--- src/rtl/dmem_responder.sv ---
// Data-memory responder for the M stage: a circular write buffer with load forwarding
// that drains stores into a single-port word SRAM with a multi-cycle write occupancy.
module dmem_responder #(
  parameter int DEPTH        = 4,
  parameter int MEMWORDS     = 64,
  parameter int DRAIN_CYCLES = 2
) (
  input  logic                     clk,
  input  logic                     reset,
  input  logic                     memreadM,
  input  logic                     memwriteM,
  input  logic [31:0]              addrM,
  input  logic [31:0]              writedataM,
  output logic [31:0]              readdataM,
  output logic                     stallM,
  output logic [$clog2(DEPTH):0]   bufcount,
  output logic                     idle
);

  localparam int AW  = $clog2(MEMWORDS);
  localparam int PW  = $clog2(DEPTH);
  localparam int DCW = (DRAIN_CYCLES > 1) ? $clog2(DRAIN_CYCLES) : 1;
  localparam logic [PW:0]    FULL_COUNT  = (PW + 1)'(DEPTH);
  localparam logic [DCW-1:0] DRAIN_START = DCW'(DRAIN_CYCLES - 1);

  typedef enum logic [1:0] {
    IDLE,
    DRAIN,
    LOAD_WAIT
  } stateT;

  stateT          state;
  logic [PW-1:0]  head;
  logic [PW-1:0]  tail;
  logic [DCW-1:0] drainCnt;
  logic [31:0]    sramQ;

  logic [AW-1:0]  bufAddr [DEPTH];
  logic [31:0]    bufData [DEPTH];
  logic [31:0]    sram    [MEMWORDS];

  logic [AW-1:0]  wordIdx;
  logic           isStore;
  logic           isLoad;
  logic           bufFull;
  logic           hit;
  logic [31:0]    hitData;
  logic           loadMiss;
  logic           pushEn;
  logic           popEn;
  logic           unusedAddrBits;

  assign wordIdx        = addrM[AW+1:2];
  assign unusedAddrBits = ^{addrM[31:AW+2], addrM[1:0]};

  // A store wins over a simultaneous read; the read half is simply dropped.
  assign isStore  = memwriteM;
  assign isLoad   = memreadM & ~memwriteM;
  assign bufFull  = (bufcount == FULL_COUNT);
  assign loadMiss = isLoad & ~hit;
  assign pushEn   = isStore & ~bufFull;
  assign popEn    = ~reset && (state == DRAIN) && (drainCnt == '0);
  assign idle     = (state == IDLE) && (bufcount == '0);

  // Walk the live entries oldest to youngest so the last match seen is the youngest one.
  always_comb begin
    hit     = 1'b0;
    hitData = '0;
    for (int i = 0; i < DEPTH; i++) begin
      if (((PW + 1)'(i) < bufcount) && (bufAddr[head + PW'(i)] == wordIdx)) begin
        hit     = 1'b1;
        hitData = bufData[head + PW'(i)];
      end
    end
  end

  always_comb begin
    stallM    = 1'b0;
    readdataM = '0;
    if (!reset) begin
      if (isStore) begin
        stallM = bufFull;
      end else if (isLoad) begin
        if (hit) begin
          readdataM = hitData;
        end else if (state == LOAD_WAIT) begin
          readdataM = sramQ;
        end else begin
          stallM = 1'b1;
        end
      end
    end
  end

  always_ff @(posedge clk or posedge reset) begin
    if (reset) begin
      state    <= IDLE;
      head     <= '0;
      tail     <= '0;
      bufcount <= '0;
      drainCnt <= '0;
    end else begin
      if (pushEn) begin
        tail <= tail + PW'(1);
      end
      if (popEn) begin
        head <= head + PW'(1);
      end
      case ({pushEn, popEn})
        2'b10:   bufcount <= bufcount + (PW + 1)'(1);
        2'b01:   bufcount <= bufcount - (PW + 1)'(1);
        default: bufcount <= bufcount;
      endcase

      // A waiting load miss always gets the SRAM port before a new drain begins.
      case (state)
        IDLE: begin
          if (loadMiss) begin
            state <= LOAD_WAIT;
          end else if (bufcount != '0) begin
            state    <= DRAIN;
            drainCnt <= DRAIN_START;
          end
        end
        DRAIN: begin
          if (drainCnt != '0) begin
            drainCnt <= drainCnt - DCW'(1);
          end else begin
            state <= IDLE;
          end
        end
        LOAD_WAIT: begin
          state <= IDLE;
        end
        default: begin
          state <= IDLE;
        end
      endcase
    end
  end

  always_ff @(posedge clk) begin
    if (pushEn) begin
      bufAddr[tail] <= wordIdx;
      bufData[tail] <= writedataM;
    end
  end

  // The SRAM is not reset; reads and writes never share an edge since reads only issue from IDLE.
  always_ff @(posedge clk) begin
    if (popEn) begin
      sram[bufAddr[head]] <= bufData[head];
    end
    if (!reset && (state == IDLE) && loadMiss) begin
      sramQ <= sram[wordIdx];
    end
  end

endmodule
--- config.mk ---
export PLATFORM = sky130hd
export DESIGN_NAME = dmem_responder
export DESIGN_NICKNAME = d
export VERILOG_FILES = /design/src/rtl/dmem_responder.sv
export SDC_FILE = /design/constraint.sdc
export NUM_CORES = 2
export LEC_CHECK = 0
export ABC_CLOCK_PERIOD_IN_PS = 15700
export BUFFER_PORTS_ARGS = -buffer_cell sky130_fd_sc_hd__buf_4
export CORE_ASPECT_RATIO = 1.25
export CORE_MARGIN = 3
export CORE_UTILIZATION = 45
export DETAILED_ROUTE_END_ITERATION = 8
export PLACE_DENSITY_LB_ADDON = 0.1
export SKIP_CTS_REPAIR_TIMING = 1
export SLEW_MARGIN = 25
export SYNTH_ARGS = -nofsm -noshare
export SYNTH_HDL_FRONTEND = slang
export SYNTH_SLANG_ARGS = --single-unit
--- constraint.sdc ---
create_clock -name clk -period 15.7 [get_ports clk]
set_input_delay 0.785 -clock clk [delete_from_list [all_inputs] [get_ports clk]]
set_output_delay 0.785 -clock clk [all_outputs]
set_load 0.01 [all_outputs]
# After elaboration in Yosys (flattened, before gate mapping)
# Memories as Yosys holds them, arrays and structs flattened. A register that Yosys moved wholly into a read port is not among the register bits.
# Cells that the tools add are included.
[totals]
reg_bits = 10
ramBits = 2200
in_bits = 68
out_inout_bits = 37
word_cells = 88
n_memories = 3
[memory_table]
columns = ["name", "words", "word_bits", "read_ports", "rd_clocked_by_memory_dff", "write_ports", "line", "rtl"]
rows = [
  ["sram", 64, 32, 1, 1, 1, "40", "logic [31:0] sram [MEMWORDS];"],
  ["bufData", 4, 32, 4, 0, 1, "39", "logic [31:0] bufData [DEPTH];"],
  ["bufAddr", 4, 6, 4, 0, 1, "38", "logic [AW-1:0] bufAddr [DEPTH];"],
]
[op_classes]
n_addsub = 7
order_cmp = 4
n_eq_ne = 13
muxes = 31
bitwise_logic = 8
n_reduce_logical = 17
[ops]
columns = ["operator", "count"]
rows = [
  ["2-to-1 mux 32 bit", 9],
  ["equality test 6 bit", 4],
  ["2-to-1 mux 1 bit", 16],
  ["logical AND 1 bit", 9],
  ["< comparator 1 x 3 -> 1 bit (first input constant)", 2],
  ["< comparator 2 x 3 -> 1 bit (first input constant)", 2],
  ["2-to-1 mux 2 bit", 3],
  ["!= test 2 bit (second input constant)", 3],
  ["case mux 3 bit (2 select lines)", 1],
  ["inverter 1 bit", 5],
  ["adder 2 x 1 -> 2 bit (second input constant)", 2],
  ["adder 2 bit (second input constant)", 2],
  ["equality test 2 x 1 -> 1 bit (second input constant)", 2],
  ["equality test 2 bit (second input constant)", 2],
  ["case mux 2 bit (2 select lines)", 1],
  ["nonzero test 2 bit", 2],
  ["adder 3 x 1 -> 3 bit (second input constant)", 1],
  ["AND 1 bit", 3],
  ["equality test 3 bit (second input constant)", 1],
  ["zero test 3 bit", 1],
  ["!= test 3 bit (second input constant)", 1],
  ["AND reduction 3 bit", 1],
  ["nonzero test 3 bit", 1],
  ["subtractor 3 x 1 -> 3 bit (second input constant)", 1],
  ["5 further kinds", 5],
]

# Longest topological paths before layout
# An unclocked memory read counts as a cell.
[logic_depth]
ltp_word = 11
ltp_mapped = 13
mapped_depth_nobuf = 9

# Worst setup path before layout
# No wires, ideal clock.
[synth_timing]
kind = "in2reg"
from = "input port addrM[3]"
to = "register sramQ[0], read port of sram (enable)"
setup_ns = 0.505
arrival_time_ns = 5.502
required_ns = 15.195
path_slack_ns = 9.693
cell_stages = 10
n_path_buf = 4
path_cell_list = "clkbuf_1 clkbuf_1 xnor2_1 nor4_1 o22ai_1 and4_4 buf_6 buf_2 nand2_1 nor4_1"
[synth_via]
elab_chain_len = 9
word_cells_on_any_way = 15
cone_classes = "eq/ne (4); mux (4); bitwise (2); reduce/logical (5)"
[synth_rtl]
columns = ["element", "line", "rtl"]
rows = [
  ["from (decl)", "12", "input logic [31:0] addrM,"],
  ["equality test 6 bit", "70", "if (((PW + 1)'(i) < bufcount) && (bufAddr[head + PW'(i)] == wordIdx)) begin"],
  ["logical AND 1 bit", "70", ""],
  ["2-to-1 mux 1 bit (4 in series)", "70", ""],
  ["inverter 1 bit", "60", "assign loadMiss = isLoad & ~hit;"],
  ["AND 1 bit", "60", ""],
  ["logical AND 1 bit", "154", "if (!reset && (state == IDLE) && loadMiss) begin"],
  ["to (decl)", "36", "logic [31:0] sramQ;"],
]
# Several ways; a longest one is shown, not always the timed one.
# A chain may end at the register's enable or synchronous reset.

# Worst setup path in the final report
[layout_timing]
from = "register head[1]"
to = "output port readdataM[26]"
[layout_via]
elab_chain_len = 11
word_cells_on_any_way = 25
cone_classes = "add/sub (3); eq/ne (4); mux (12); reduce/logical (4); memory (2)"
[layout_rtl]
columns = ["element", "line", "rtl"]
rows = [
  ["from (decl)", "33", "logic [PW-1:0] head;"],
  ["from (signal assigned)", "107", "head <= head + PW'(1);"],
  ["adder 2 x 1 -> 2 bit or memory read (4 x 6 bit) (tied branches)", "-", ""],
  ["memory read (4 x 6 bit) or equality test 6 bit (tied branches)", "-", ""],
  ["equality test 6 bit or logical AND 1 bit (tied branches)", "70", ""],
  ["logical AND 1 bit (tied with other cells)", "70", ""],
  ["2-to-1 mux 32 bit or 2-to-1 mux 1 bit (tied branches) (3 in series)", "70", ""],
  ["2-to-1 mux 32 bit *", "84", "if (hit) begin"],
  ["2-to-1 mux 32 bit *", "83", "end else if (isLoad) begin"],
  ["2-to-1 mux 32 bit *", "81", "if (isStore) begin"],
  ["2-to-1 mux 32 bit *", "80", "if (!reset) begin"],
  ["to (decl)", "14", "output logic [31:0] readdataM,"],
]
# Mark *: on every way between the ends. The rest lies on a longest branch, timed or not.

==> reports/qor.yml <==
status: "complete, no violations"
grt_pass1_vias: 43913
finalNetCount: 4271
ant_nets: 0
post_drt_wl_per_cell_um: 34.6
skew_ns: 0.0285
criticalPathCategory: "reg2out"
dr_total_vias: 42960
overflow: 0
comb_power_share_pct: 18.8
holdPathEnd: "bufData[0][14]"
area_growth_pct: 12.7
routed_wl_mm: 241
drtIter0Drc: 5062
netlist_instances: 4026
setup_violations: 0
power.density_nw_per_um2: 157
hold_viol: 0
ys_warn_count: 0
ir_drop_mv: 0.151
maxCapViolCount: 0
crit_fanout: 66
stdcell_count: 6952
drcViolationCount: 0
die_y_um: 504
cts_tree: "built"
antenna_found_initial: 22
track_usage_pct: 23.7
p_total_mw: 15.8
grt_pass1_wl_mm: 338
synth_top_area_share_pct: 75.0
synth-edff-count: 2232
die_area_um2: 204000
post_synth_num_cell_types: 45
netlist_top_cells_area: "edfxtp_1 75%, mux4_2 17%, mux2i_1 2.1%, clkbuf_1 0.60%, nand2_1 0.54%"
leakage_nw: 31.2
fin_crit_ns: 6.46
finalCritPeriodShare_pct: 41.1
p_seq_share_pct: 50.0
worstMarginPinSlew_ns: 1.03
ys_ff_latch: 2242
p_int_mw: 11.3
r2r-start: "head[1]"
io_buffer_count: 78
maxSlewViolCount: 0
grt_max_degree: 142
worstSetupEndpointType: "output port"
clk_pin_slew_ns: 0.06
num-fill-cells: 15514
pwr-share-clk_pct: 31.2
synth_top_area_cell: "edfxtp_1"
regArea_um2: 67300
grt.met3_usage_pct: 3.76
p_switching_mw: 4.57
ioPinCount: 105
min_from: "writedataM[14]"
first_pass_iters: 7
synthFlopType: "edfxtp_1"
yosysSeqAreaShare_pct: 75.3
timing.rr.end: "sramQ[30]"
fmax_mhz: 155
coreArea_um2: 197000
cts_buffers: 211
fin_setup_tns_ns: 0
fp.dieW_um: 405
drive_above_1_share_pct: 29.7
layout_common_cells: "2232 x edfxtp_1, 675 x mux4_2, 213 x clkbuf_16"
viasPerCell: 6.18
syn-num-nets: 4103
root_buffer: "clkbuf_16"
synth_area_um2: 89400
r2r_slack_ns: 10.85
rr_worst_depth: 8
rows: 182
use_met2_pct: 39.6
async_flop_share_pct: 0.446
multi_input_comb_area_um2: 21900
clock_latency_ns: 0.85
htreeDepth: 4
dp.cells: 6555
hp-class: "in2reg"
required_ns: 14.91
worstPathArrival_ns: 5.67
layout_commonest_cell: "edfxtp_1"
synth_area_per_cell_um2: 22.2
place_congestion: 0.794
slew_headroom_pct: 31.0
cts_buffer_depth: 3
dp_hpwl_mm: 125
utilization_pct: 51.1
top_usage_layer: "met2"
critPathLaunchType: "flop"
grt_use_met1_pct: 32.2
swShare_pct: 28.9
hold_depth: 1
clock-sinks: 2242
start_util_pct: 45.3
grt_setup_unrepaired: "no"
power by group through the flow:
stage | sequential [mW] | combinational, mW | clock [mW]
2_1_floorplan | 8.07 | 1.60 | 0
3_3_place_gp | 8.04 | 2.91 | 0
3_5_place_dp | 8.05 | 3.01 | 0
4_1_cts | 7.92 | 3.01 | 5.05
5_1_grt | 7.94 | 3.17 | 5.27
6_report | 7.92 | 2.98 | 4.94
critical path, stage by stage (launching register included):
cell     delay, ns
dfrtp_4       1.00
buf_4         0.84
buf_4         0.84
mux2i_1       0.29
mux2i_4       0.19
buf_4         0.72
a41o_1        0.28
a41oi_1       0.05
a21oi_1       0.27
buf_4         0.20
cell usage after synthesis, drive strengths merged, types with 2 or more instances:
master  instances
edfxtp       2232
mux4          675
mux2i         189
clkbuf        142
nand2         129
buf           115
o21ai          80
nor2           73
a21oi          68
nor3           68
a211o          33
o22ai          33
a41o           32
a41oi          30
xnor2          28
mux2           14
nand3          13
dfrtp          10
ha              9
inv             8
and2            7
nor4            7
nor2b           6
xor2            6
nand4           3
nand2b          2
nand3b          2
per-stage QoR:
step           cell area [µm²]  worst slack (ns)  hold WS [ns]
5_1_grt                 101000              8.92        0.0762
3_3_place_gp             94100             10.20         0.520
3_5_place_dp             94100             10.11         0.527
4_1_cts                 101000              9.18       -0.0767
6_report                101000              9.24         0.136
2_1_floorplan            89400              9.69         0.484
cell type report:
| cell class | instances | area share, % |
|---|---|---|
| well taps | 2576 | 3.20 |
| flip-flops and latches | 2242 | 66.8 |
| inverters | 8 | 0.0298 |
| clock inverters | 117 | 1.07 |
| repair buffers | 212 | 1.69 |
| multi-input cells | 1519 | 21.7 |
| clock buffers | 261 | 5.47 |
| diodes | 17 | 0.0422 |
routing by layer:
layer | wire, µm | up-vias
li1 | - | 17541
met3 | 15500 | 314
met2 | 122000 | 1491
met5 | 44 | -
met4 | 7400 | 6
met1 | 96100 | 23608
worst max-delay path by stage:
stage                     startpoint  depth (start not counted)            end  slack, ns
final                        head[1]                          9  readdataM[26]       9.24
after global routing         head[1]                          9  readdataM[26]       8.92
after CTS                    head[1]                          9  readdataM[26]       9.18
after detailed placement     head[1]                          9  readdataM[26]      10.11
after global placement       head[1]                          9  readdataM[26]      10.20
after floorplan             addrM[3]                         10       sramQ[0]       9.69
logic make-up (layout without fill, tap and decap cells):
family	after synthesis	in the layout	synth area share, %
xor+xnor	34	34	0.333
other cells	0	17	0
fa+ha+maj	9	9	0.126
compound gates	283	283	2.11
buf+inv	265	598	1.30
mux	878	878	19.3
simple gates	315	315	1.56
flops	2242	2242	75.3
state kept, by name (all words and copies together) (netlist names):
name and cells:
drainCnt 1, head 2, bufAddr 24, bufData 128, state 2, sram 2048
bufcount 3, sramQ 32, tail 2
No activity file was read; power rests on OpenSTA's default activity.
